File: src/rtl/aeif_neuron_array_if.sv
// Control/data bundle for the AdEx neuron array: update controls and
// currents in, spike pulses, frame strobe and the selected membrane value out.
interface aeif_neuron_array_if #(
    parameter int N_NEURONS = 4,
    parameter int WIDTH     = 8
);
    localparam int SEL_W = $clog2(N_NEURONS);

    logic                       en;
    logic                       adapt_en;
    logic [N_NEURONS*WIDTH-1:0] current;
    logic [SEL_W-1:0]           state_sel;
    logic [N_NEURONS-1:0]       spike;
    logic [WIDTH-1:0]           state;
    logic                       frame_done;

    // Stimulus side: drives controls and currents, observes spikes and state.
    modport master (
        output en, adapt_en, current, state_sel,
        input  spike, state, frame_done
    );

    // Neuron array side.
    modport slave (
        input  en, adapt_en, current, state_sel,
        output spike, state, frame_done
    );
endinterface

File: src/rtl/aeif_neuron_array.sv
// Time-multiplexed array of adaptive exponential integrate-and-fire neurons.
// One shared datapath updates neuron `ptr` per enabled cycle; membrane V,
// adaptation w and the refractory counter live in small register files.
module aeif_neuron_array #(
    parameter int N_NEURONS   = 4,
    parameter int WIDTH       = 8,
    parameter int V_RESET     = 0,
    parameter int V_T         = 160,
    parameter int V_PEAK      = 240,
    parameter int LEAK_SHIFT  = 4,
    parameter int EXP_SHIFT   = 3,
    parameter int B_INC       = 16,
    parameter int TAU_W_SHIFT = 5,
    parameter int REFRAC      = 2
) (
    input  logic                 clk,
    input  logic                 rst_n,
    aeif_neuron_array_if.slave   bus
);
    localparam int SEL_W = $clog2(N_NEURONS);
    localparam int CW    = WIDTH + 3;
    localparam int REF_W = (REFRAC < 2) ? 1 : $clog2(REFRAC + 1);

    localparam logic [WIDTH-1:0] V_MAX    = '1;
    localparam logic [WIDTH-1:0] VT_W     = WIDTH'(V_T);
    localparam logic [WIDTH-1:0] VPEAK_W  = WIDTH'(V_PEAK);
    localparam logic [WIDTH-1:0] VRESET_W = WIDTH'(V_RESET);

    typedef logic signed [CW-1:0] acc_t;

    // Zero-extend an unsigned state value into the signed accumulator.
    function automatic acc_t ext(input logic [WIDTH-1:0] x);
        return acc_t'({{(CW - WIDTH){1'b0}}, x});
    endfunction

    logic [SEL_W-1:0]     ptr;
    logic [WIDTH-1:0]     v_mem   [N_NEURONS];
    logic [WIDTH-1:0]     w_mem   [N_NEURONS];
    logic [REF_W-1:0]     ref_mem [N_NEURONS];
    logic [WIDTH-1:0]     cur_in  [N_NEURONS];
    logic [N_NEURONS-1:0] spike_q;
    logic                 frame_q;

    logic [WIDTH-1:0] v_cur, w_cur, i_cur;
    logic [REF_W-1:0] ref_cur;
    logic [WIDTH-1:0] v_over, exp_step, vn, w_decay;
    logic [2:0]       k;
    logic [WIDTH:0]   w_bumped;
    acc_t             leak, exp_term, w_term, vn_raw;
    logic [WIDTH-1:0] v_next, w_next;
    logic [REF_W-1:0] ref_next;
    logic             fire;

    // Slice the flat current bus into one value per neuron.
    always_comb begin
        for (int i = 0; i < N_NEURONS; i++) begin
            cur_in[i] = bus.current[i*WIDTH +: WIDTH];
        end
    end

    // Shared AdEx update for the neuron currently under the pointer.
    always_comb begin
        // NOTE: every variable gets a value before any branch so no latch is inferred.
        v_cur    = v_mem[ptr];
        w_cur    = w_mem[ptr];
        ref_cur  = ref_mem[ptr];
        i_cur    = cur_in[ptr];

        leak     = ext(v_cur >> LEAK_SHIFT);
        v_over   = v_cur - VT_W;
        exp_step = v_over >> EXP_SHIFT;
        k        = (exp_step > WIDTH'(7)) ? 3'd7 : exp_step[2:0];
        exp_term = (v_cur > VT_W) ? (acc_t'(1) << k) : '0;
        w_term   = bus.adapt_en ? ext(w_cur) : '0;
        vn_raw   = ext(v_cur) - leak + ext(i_cur) + exp_term - w_term;

        // Clamp the signed sum back into the unsigned membrane range.
        if (vn_raw[CW-1])           vn = '0;
        else if (vn_raw > ext(V_MAX)) vn = V_MAX;
        else                        vn = vn_raw[WIDTH-1:0];

        // Decay is applied first; the spike increment builds on the decayed value.
        w_decay  = w_cur - (w_cur >> TAU_W_SHIFT);
        w_bumped = {1'b0, w_decay} + (WIDTH+1)'(B_INC);

        fire     = 1'b0;
        v_next   = vn;
        w_next   = w_decay;
        ref_next = ref_cur;

        if (ref_cur != '0) begin
            // Refractory: membrane pinned, input ignored, no spike possible.
            v_next   = VRESET_W;
            ref_next = ref_cur - 1'b1;
        end else if (vn >= VPEAK_W) begin
            fire     = 1'b1;
            v_next   = VRESET_W;
            ref_next = REF_W'(REFRAC);
            if (bus.adapt_en) begin
                w_next = w_bumped[WIDTH] ? V_MAX : w_bumped[WIDTH-1:0];
            end
        end
    end

    // Write back the updated neuron, advance the pointer, register the pulses.
    always_ff @(posedge clk or negedge rst_n) begin
        if (!rst_n) begin
            ptr     <= '0;
            spike_q <= '0;
            frame_q <= 1'b0;
            // NOTE: the state files are reset because a cleared array is part of the
            // block's observable behaviour; they are tiny flop arrays, not RAM macros.
            for (int i = 0; i < N_NEURONS; i++) begin
                v_mem[i]   <= '0;
                w_mem[i]   <= '0;
                ref_mem[i] <= '0;
            end
        end else if (bus.en) begin
            // NOTE: non-blocking assignments so all state updates see pre-edge values.
            v_mem[ptr]   <= v_next;
            w_mem[ptr]   <= w_next;
            ref_mem[ptr] <= ref_next;
            ptr          <= ptr + 1'b1;
            spike_q      <= fire ? (N_NEURONS'(1) << ptr) : '0;
            frame_q      <= (ptr == SEL_W'(N_NEURONS - 1));
        end else begin
            spike_q <= '0;
            frame_q <= 1'b0;
        end
    end

    assign bus.spike      = spike_q;
    assign bus.frame_done = frame_q;
    assign bus.state      = v_mem[bus.state_sel];
endmodule

File: src/flat_wrapper.sv
// flat-port wrapper written by rule: the top's interface ports become plain ports
module aeif_neuron_array_flat 
#(
    parameter int N_NEURONS   = 4,
    parameter int WIDTH       = 8,
    parameter int V_RESET     = 0,
    parameter int V_T         = 160,
    parameter int V_PEAK      = 240,
    parameter int LEAK_SHIFT  = 4,
    parameter int EXP_SHIFT   = 3,
    parameter int B_INC       = 16,
    parameter int TAU_W_SHIFT = 5,
    parameter int REFRAC      = 2
)
  (clk, rst_n, bus_en, bus_adapt_en, bus_current, bus_state_sel, bus_spike, bus_state, bus_frame_done);
  aeif_neuron_array_if #(.N_NEURONS(N_NEURONS), .WIDTH(WIDTH)) bus_i ();
  input  logic clk;
  input  logic rst_n;
  input wire logic [$bits(bus_i.en)-1:0] bus_en;
  input wire logic [$bits(bus_i.adapt_en)-1:0] bus_adapt_en;
  input wire logic [$bits(bus_i.current)-1:0] bus_current;
  input wire logic [$bits(bus_i.state_sel)-1:0] bus_state_sel;
  output wire logic [$bits(bus_i.spike)-1:0] bus_spike;
  output wire logic [$bits(bus_i.state)-1:0] bus_state;
  output wire logic [$bits(bus_i.frame_done)-1:0] bus_frame_done;
  assign bus_i.en = bus_en;
  assign bus_i.adapt_en = bus_adapt_en;
  assign bus_i.current = bus_current;
  assign bus_i.state_sel = bus_state_sel;
  assign bus_spike = bus_i.spike;
  assign bus_state = bus_i.state;
  assign bus_frame_done = bus_i.frame_done;
  aeif_neuron_array #(.N_NEURONS(N_NEURONS), .WIDTH(WIDTH), .V_RESET(V_RESET), .V_T(V_T), .V_PEAK(V_PEAK), .LEAK_SHIFT(LEAK_SHIFT), .EXP_SHIFT(EXP_SHIFT), .B_INC(B_INC), .TAU_W_SHIFT(TAU_W_SHIFT), .REFRAC(REFRAC)) u_core (.clk(clk), .rst_n(rst_n), .bus(bus_i));
endmodule
File: config.mk
export PLATFORM = sky130hd
export DESIGN_NAME = aeif_neuron_array_flat
export DESIGN_NICKNAME = d
export VERILOG_FILES = /design/src/rtl/aeif_neuron_array_if.sv /design/src/rtl/aeif_neuron_array.sv /design/src/flat_wrapper.sv
export SDC_FILE = /design/constraint.sdc
export NUM_CORES = 1
export LEC_CHECK = 0
export ABC_CLOCK_PERIOD_IN_PS = 8500
export BUFFER_PORTS_ARGS = -buffer_cell sky130_fd_sc_hd__buf_2
export CORE_ASPECT_RATIO = 0.75
export CORE_MARGIN = 2
export CORE_UTILIZATION = 45
export CTS_BUF_LIST = sky130_fd_sc_hd__clkbuf_4 sky130_fd_sc_hd__clkbuf_8
export DETAILED_ROUTE_END_ITERATION = 10
export GPL_TIMING_DRIVEN = 0
export PLACE_DENSITY_LB_ADDON = 0.12
export SLEW_MARGIN = 40
export SYNTH_ARGS = -nofsm -noshare
export SYNTH_HDL_FRONTEND = slang
export SYNTH_SLANG_ARGS = --single-unit
File: constraint.sdc
create_clock -name clk -period 8.5 [get_ports clk]
set_input_delay 1.275 -clock clk [delete_from_list [all_inputs] [get_ports clk]]
set_output_delay 1.275 -clock clk [all_outputs]
set_load 0.02 [all_outputs]
==> results of run 1 <==
## stage by stage
step                      cells  cell area, sq um  hold slack [ps]  worst slack [ps]
after floorplan             524              5480              440              2090
after global placement      733              5910              459               866
after detailed placement    734              5940              467               781
after CTS                   748              6120              485               718
after global routing        748              6130              500               175
final                       748              6130              479               649
## state kept, by name, indices dropped and copies added (netlist names)
name	flops
u_core.bus.frame_done	1
u_core.w_mem	32
u_core.ref_mem	8
u_core.ptr	2
u_core.v_mem	32
u_core.bus.spike	4
## routing by layer
layer / up-vias / global-route usage [%] / share of wire, %
met1: 2164 / 34.8 / 46
met5: - / 0 / 0
met3: 19 / 5.25 / 6.2
met4: 0 / 6.44 / 1.3
li1: 1977 / - / -
met2: 135 / 37.0 / 46
## logic make-up after synthesis
family | synth area share, %
fa+ha+maj | 12.4
xor+xnor | 2.72
flops | 36.1
buf+inv | 5.00
mux | 16.5
simple gates | 13.6
compound gates | 13.7
## cell usage after synthesis (all sizes together)
library cell | instances | area share, %
and3b | 1 | 0.16
nor4b | 4 | 0.64
nor4 | 3 | 0.34
and3 | 1 | 0.11
a31oi | 1 | 0.11
nor2 | 21 | 1.4
xor2 | 3 | 0.48
and4b | 1 | 0.18
mux4 | 34 | 14
or3b | 1 | 0.21
nand2b | 1 | 0.11
ha | 24 | 5.5
a21oi | 17 | 1.7
clkbuf | 19 | 1.3
a2111oi | 1 | 0.16
nor3b | 4 | 0.75
inv | 43 | 2.9
or4 | 1 | 0.21
mux2 | 12 | 2.5
and2 | 8 | 0.94
a21boi | 4 | 0.69
nand3 | 6 | 0.55
nand2 | 81 | 5.6
o32ai | 1 | 0.16
a22oi | 1 | 0.14
a311oi | 1 | 0.16
fa | 19 | 6.9
dfrtp | 79 | 36
nor3 | 12 | 1.3
nand3b | 2 | 0.27
buf | 7 | 0.75
nor2b | 5 | 0.57
o211ai | 3 | 0.41
o21bai | 2 | 0.27
a21o | 7 | 0.96
o311ai | 1 | 0.16
a211oi | 11 | 1.7
o21ai | 48 | 4.4
a221oi | 1 | 0.16
o31ai | 13 | 1.8
or2 | 2 | 0.23
o32a | 1 | 0.21
xnor2 | 14 | 2.2
a211o | 3 | 0.48
## layout by cell type, fill, tap and decap left out, types with 3 or more instances in the layout
cell      count
a211oi_1     10
a21oi_1      15
buf_6         3
nor3_1       11
inv_1        43
o211ai_1      3
clkbuf_8      9
buf_1         3
xnor2_1      14
nor2b_1       5
clkbuf_1     19
xor2_1        3
mux4_2       33
and2_1        7
a21o_1        7
a211o_1       3
nor3b_1       3
mux2_2       12
o31ai_1      12
buf_2        47
fa_1         19
dfrtp_1      79
nor4b_1       4
o21ai_0      37
nor2_1       21
nand2_1      81
nand3_1       6
o21ai_1      11
ha_1         24
nor4_1        3
## worst max path at each step
stage / endpoint / slack [ps] / depth (start not counted)
floorplan: u_core.w_mem[14]$_DFFE_PN0P_ / 2090 / 24
finish: u_core.w_mem[4]$_DFFE_PN0P_ / 650 / 25
CTS: u_core.w_mem[21]$_DFFE_PN0P_ / 720 / 25
global route: u_core.w_mem[21]$_DFFE_PN0P_ / 180 / 25
detailed placement: u_core.w_mem[21]$_DFFE_PN0P_ / 780 / 25
global placement: u_core.w_mem[13]$_DFFE_PN0P_ / 870 / 25
## final cells by class
class,instances,area share (%)
clock buffers,10,2.14
inverters,43,2.63
multi-input cells,376,52.7
flip-flops and latches,79,32.3
plain buffers,26,1.88
clock inverters,4,0.796
repair buffers,48,4.27
well taps,162,3.31
## critical path: cells and delay by family (launching register included)
kind	cells	cell delay, ps
buffers and inverters	8	2310
multiplexers	1	430
adder cells (fa/ha/maj)	5	1870
AND/OR/NAND/NOR	3	610
XOR/XNOR	2	380
flip-flops	1	480
AO/OA/AOI/OAI	6	1660
==> results.md, run 1 <==
* GRT overflow at 0
* Crit Path Category: reg -> reg
* Clock buffer depth at 2
* CP endpoint kind: register
* Hold EP: u_core.w_mem[29]$_DFFE_PN0P_
* Synth unique cells at 54
* Crit Path Max Fanout at 10
* Sequential fraction of the synthesis area at 36.1%
* CTS Root Cell: clkbuf_8
* Initial Util at a little under half
* Syn Std Cell Area at 5480 sq um
* GPL Wtd Cong at 0.931
* Post-DP HPWL at 11,400 microns
* H-tree Lvls at 3
* CP dominant cell by count: inv_1
* Total GRT Usage at around a quarter
* Worst stage delay on the critical path at 630 ps
* Slowest cell on crit path: buf_1
* Routed via count at 4,295
* Outcome: finished, final reports clean
* Hold depth at 2
* Horiz. Die Dim at 131 microns
* Drt total wl at ~15,000 microns
* First-pass GRT wire length at 23,700 microns
* Port bufs at 47
* CTS tree: done
* Fill count at 1,127
* Period minus WS final at 7850 ps
* IO Count at 51
* Synthesized area per cell at 10.5 sq um
* Sequential cell area at 1980 sq um
* Layout cells sized above 1 at 21.2%
* Core Util, Final at 52.2%
* Sink Count at 79
* Finish-stage setup viols at 0
* Area growth from synthesis to layout at 11.9%
* # DRC at 0
* CP startpoint kind: register
* RSZ-0062 raised after global routing: false
* Clk_lat worst skew at 360 ps
* Final Slew Violations at 0
* WP data arrival at 8110 ps
* Antenna-violating nets left at 0
* Fin nets at 664
* Max-Slew Margin vs Limit at between 40 and 50%
* Hold WC Path Type: reg -> reg
* Post-CTS setup buffers at 0
* Clk slew on worst S/H paths at ~80 ps
* Largest net degree at the start of global routing at 41
* Hold_buf cts at 0
* Area of the multi-input gates at 3230 sq um
* Least-Margin Pin Slew at 788 ps
* Die Height at 99.5 microns
* Syn_nets at roughly 610
* DIE AREA at around 13,000 sq um
* Post-cts resize count at 0
* Final setup TNS at 0 ps
* Initial antenna violation count at 0
* Row count at 34
* Vias per inst at 5.74
* Worst Hold Launch: u_core.w_mem[29]$_DFFE_PN0P_
* WP data required at approximately 8800 ps
* Synth Register Bits at 79
* Vias in the first global route at around 4,300
* R2r setup slk at 650 ps
* CTS buffer count at 9
* Critical Path Source: u_core.ptr[1]$_DFFE_PN0P_
* Crit Reg-Reg Endpoint: u_core.w_mem[4]$_DFFE_PN0P_
* Max-Cap Viols at 0
* Final Hold Fails at 0
* Max Freq at 127 MHz
* Cells after Synth at 524
* Core area at roughly 12,000 sq um
* Critical R2R Launch: u_core.ptr[1]$_DFFE_PN0P_
* Ant. Diodes at 0
* Final Cycle Share at a little over 90%
* Starting DRT DRC Count at 268
* Routed WL per cell at 20.2 microns
* Detailed Routing Iterations Pass 1 at 5
* Clock skew at roughly 14 ps
* Cell depth of the worst flop-to-flop path at 25
* Yosys Warn Count at 0
Power of run 1 is not shown: default switching activity piles up to over one toggle a cycle in this logic, so the estimate is an artifact.
==> inputs of run 2 (changes only) <==
- CORE_ASPECT_RATIO: 0.75 -> unset
- CORE_MARGIN: 2 -> unset
==> run 2 against run 1 <==
The flow now finishes with violations (design-rule violations). Non-clock buffer count did not move. Clock skew is essentially flat. First-iteration DRC count grew 21%. Critical path depth down 3. Via count did not move. Sequential share of layout area is 0.12 points higher. Hold slack improved by 7.7 ps. Die area is 3.5% lower. Final area decreased by 0.37%. Register-to-register slack worse by 30 ps. Setup slack lost 35 ps. Maximum frequency down 0.44%. Critical path type unchanged. Largest cell class unchanged. Highest routed layer unchanged.
==> results.md, run 2 (synthesis results as in run 1) <==
* Outcome: finished with violations
* Failing checks: design-rule violations
* Detailed Routing Iterations Pass 1 at 8 (+3)
* Design area at 6110 sq um (-0.37%)
* Fin nets at 664 (unchanged)
* Vias in the first global route at 4,357 (+1.9%)
* Clock skew at 14.2 ps (+0.451 ps)
* Post-cts resize count at 0 (unchanged)
* Post-CTS setup buffers at 0 (unchanged)
* Max Freq at 127 MHz (-0.44%)
* Sequential cell area at 1980 sq um (unchanged)
* Clock buffer depth at 2 (unchanged)
* CP endpoint kind: register
* Hold WC Path Type: reg -> reg
* Clk slew on worst S/H paths at 90 ps (about the same)
* Fill count at 1,074 (-4.7%)
* Final Hold Fails at 0 (unchanged)
* Sink Count at 79 (unchanged)
* Largest net degree at the start of global routing at 54 (+32%)
* H-tree Lvls at 3 (unchanged)
* CTS tree: done
* Routed via count at 4,295 (unchanged)
* Row count at 39 (+15%)
* Period minus WS final at 7890 ps (+34.6 ps)
* CTS buffer count at 9 (unchanged)
* Crit Path Max Fanout at 10 (unchanged)
* WP data arrival at 8160 ps (+50 ps)
* GPL Wtd Cong at 0.924 (-0.85%)
* Hold_buf cts at 0 (unchanged)
* CTS Root Cell: clkbuf_8
* Horiz. Die Dim at 112 microns (-15%)
* Initial Util at 47.2% (+0.51 points)
* Pre-CTS setup slack at 758 ps (-22.9 ps)
* Antenna-violating nets left at 0 (unchanged)
* Core Util, Final at 52.6% (+0.38 points)
* Vias per inst at 5.88 (+2.3%)
* CP startpoint kind: register
* Ant. Diodes at 0 (unchanged)
* Starting DRT DRC Count at 325 (+21%)
* Initial antenna violation count at 0 (unchanged)
* Layout cells sized above 1 at 21.4% (+0.27 points)
* Final Slew Violations at 0 (unchanged)
* WP data required at 8780 ps (+20 ps)
* Final Cycle Share at 92.8% (+0.41 points)
* Max-Cap Viols at 0 (unchanged)
* Max-Slew Margin vs Limit at 43.1% (-4.4 points)
* Total GRT Usage at 25.1% (+1.0 points)
* GRT overflow at 0 (unchanged)
* Final setup TNS at 0 ps (unchanged)
* Biggest regs: u_core.v_mem: 32 flops, u_core.w_mem: 32 flops, u_core.ref_mem: 8 flops
* Most frequent cells in the layout: nand2_1 (81), dfrtp_1 (79), buf_2 (46), inv_1 (43), o21ai_0 (37)
* Routed WL per cell at 20.1 microns (-0.26%)
* Final setup margin at 615 ps (-34.6 ps)
* Cell Area, Placed at 5920 sq um (-0.29%)
* Area growth from synthesis to layout at 11.5%
* Post-DP HPWL at 11,100 microns (-2.2%)
* DIE AREA at 12,600 sq um (-3.5%)
* Crit Path Category: reg -> reg
* RSZ-0062 raised after global routing: false
* # DRC at 9 (+9)
* Finish-stage setup viols at 0 (unchanged)
* Most common cell after layout, fill and taps aside: nand2_1
* Core area at 11,600 sq um (-1.1%)
* Clk_lat worst skew at 370 ps (about the same)
* First-pass GRT wire length at 23,900 microns (+0.90%)
* Drt total wl at 14,700 microns (-2.5%)
* Least-Margin Pin Slew at 846 ps (+58.6 ps)
* Port bufs at 47 (unchanged)
* Die Height at 112 microns (+13%)
* Area of the multi-input gates at 3230 sq um (unchanged)
* IO Count at 51 (unchanged)
## run 2: cell count changes in the layout (fill, tap and decap cells not counted), sizes merged
cell / change
buf: -1
clkinvlp: +1
clkbuf: +1
clkinv: +2
bufinv: -1
## run 2: area by class of cell
class | instances | area share, %
multi-input cells | 376 | 52.9
flip-flops and latches | 79 | 32.4
repair buffers | 48 | 4.41
well taps | 143 | 2.93
inverters | 43 | 2.64
clock buffers | 10 | 2.25
plain buffers | 26 | 1.89
clock inverters | 6 | 0.594
## run 2: critical path: stages, from the launching register on
cell      delay [ps]
dfrtp_1          500
buf_1            570
clkbuf_1         610
mux4_2           470
inv_1            200
ha_1             190
a22oi_1           90
nor4_1           510
nor2b_1          230
nand2_1           80
fa_1             490
inv_1             60
fa_1             480
ha_1             260
fa_1             460
a211oi_1         410
o21bai_1         160
and4b_1          210
a311oi_1         650
and3b_1          240
clkbuf_1         360
nand3_1          300
o21ai_0          240
## run 2: final timing paths
| kind | cells after the start | from | slack (ps) | endpoint |
|---|---|---|---|---|
| setup / recovery | 22 | u_core.ptr[1]$_DFFE_PN0P_ | 610 | u_core.v_mem[12]$_DFFE_PN0P_ |
| hold / removal | 2 | u_core.w_mem[28]$_DFFE_PN0P_ | 490 | u_core.w_mem[28]$_DFFE_PN0P_ |
| setup reg to reg | 22 | u_core.ptr[1]$_DFFE_PN0P_ | 610 | u_core.v_mem[12]$_DFFE_PN0P_ |
| hold reg to reg | 2 | u_core.w_mem[28]$_DFFE_PN0P_ | 490 | u_core.w_mem[28]$_DFFE_PN0P_ |
| max in group asynchronous | 2 | rst_n | 7180 | u_core.w_mem[30]$_DFFE_PN0P_ |
| min in group asynchronous | 1 | rst_n | 770 | u_core.v_mem[14]$_DFFE_PN0P_ |
## run 2: routing by layer
layer	routed length, microns	part of all wire (%)	GRT usage [%]
met5	0	0	0
met1	7000	48	36.6
met2	6590	45	38.7
met3	790	5.4	3.51
met4	351	2.4	8.62
## run 2: per-stage QoR
step | hold slack (ps) | std cells
5_1_grt | 511 | 731
2_1_floorplan | 440 | 524
6_report | 487 | 731
3_3_place_gp | 456 | 714
3_5_place_dp | 471 | 715
4_1_cts | 488 | 731
Power of run 2 is left out for the same reason.
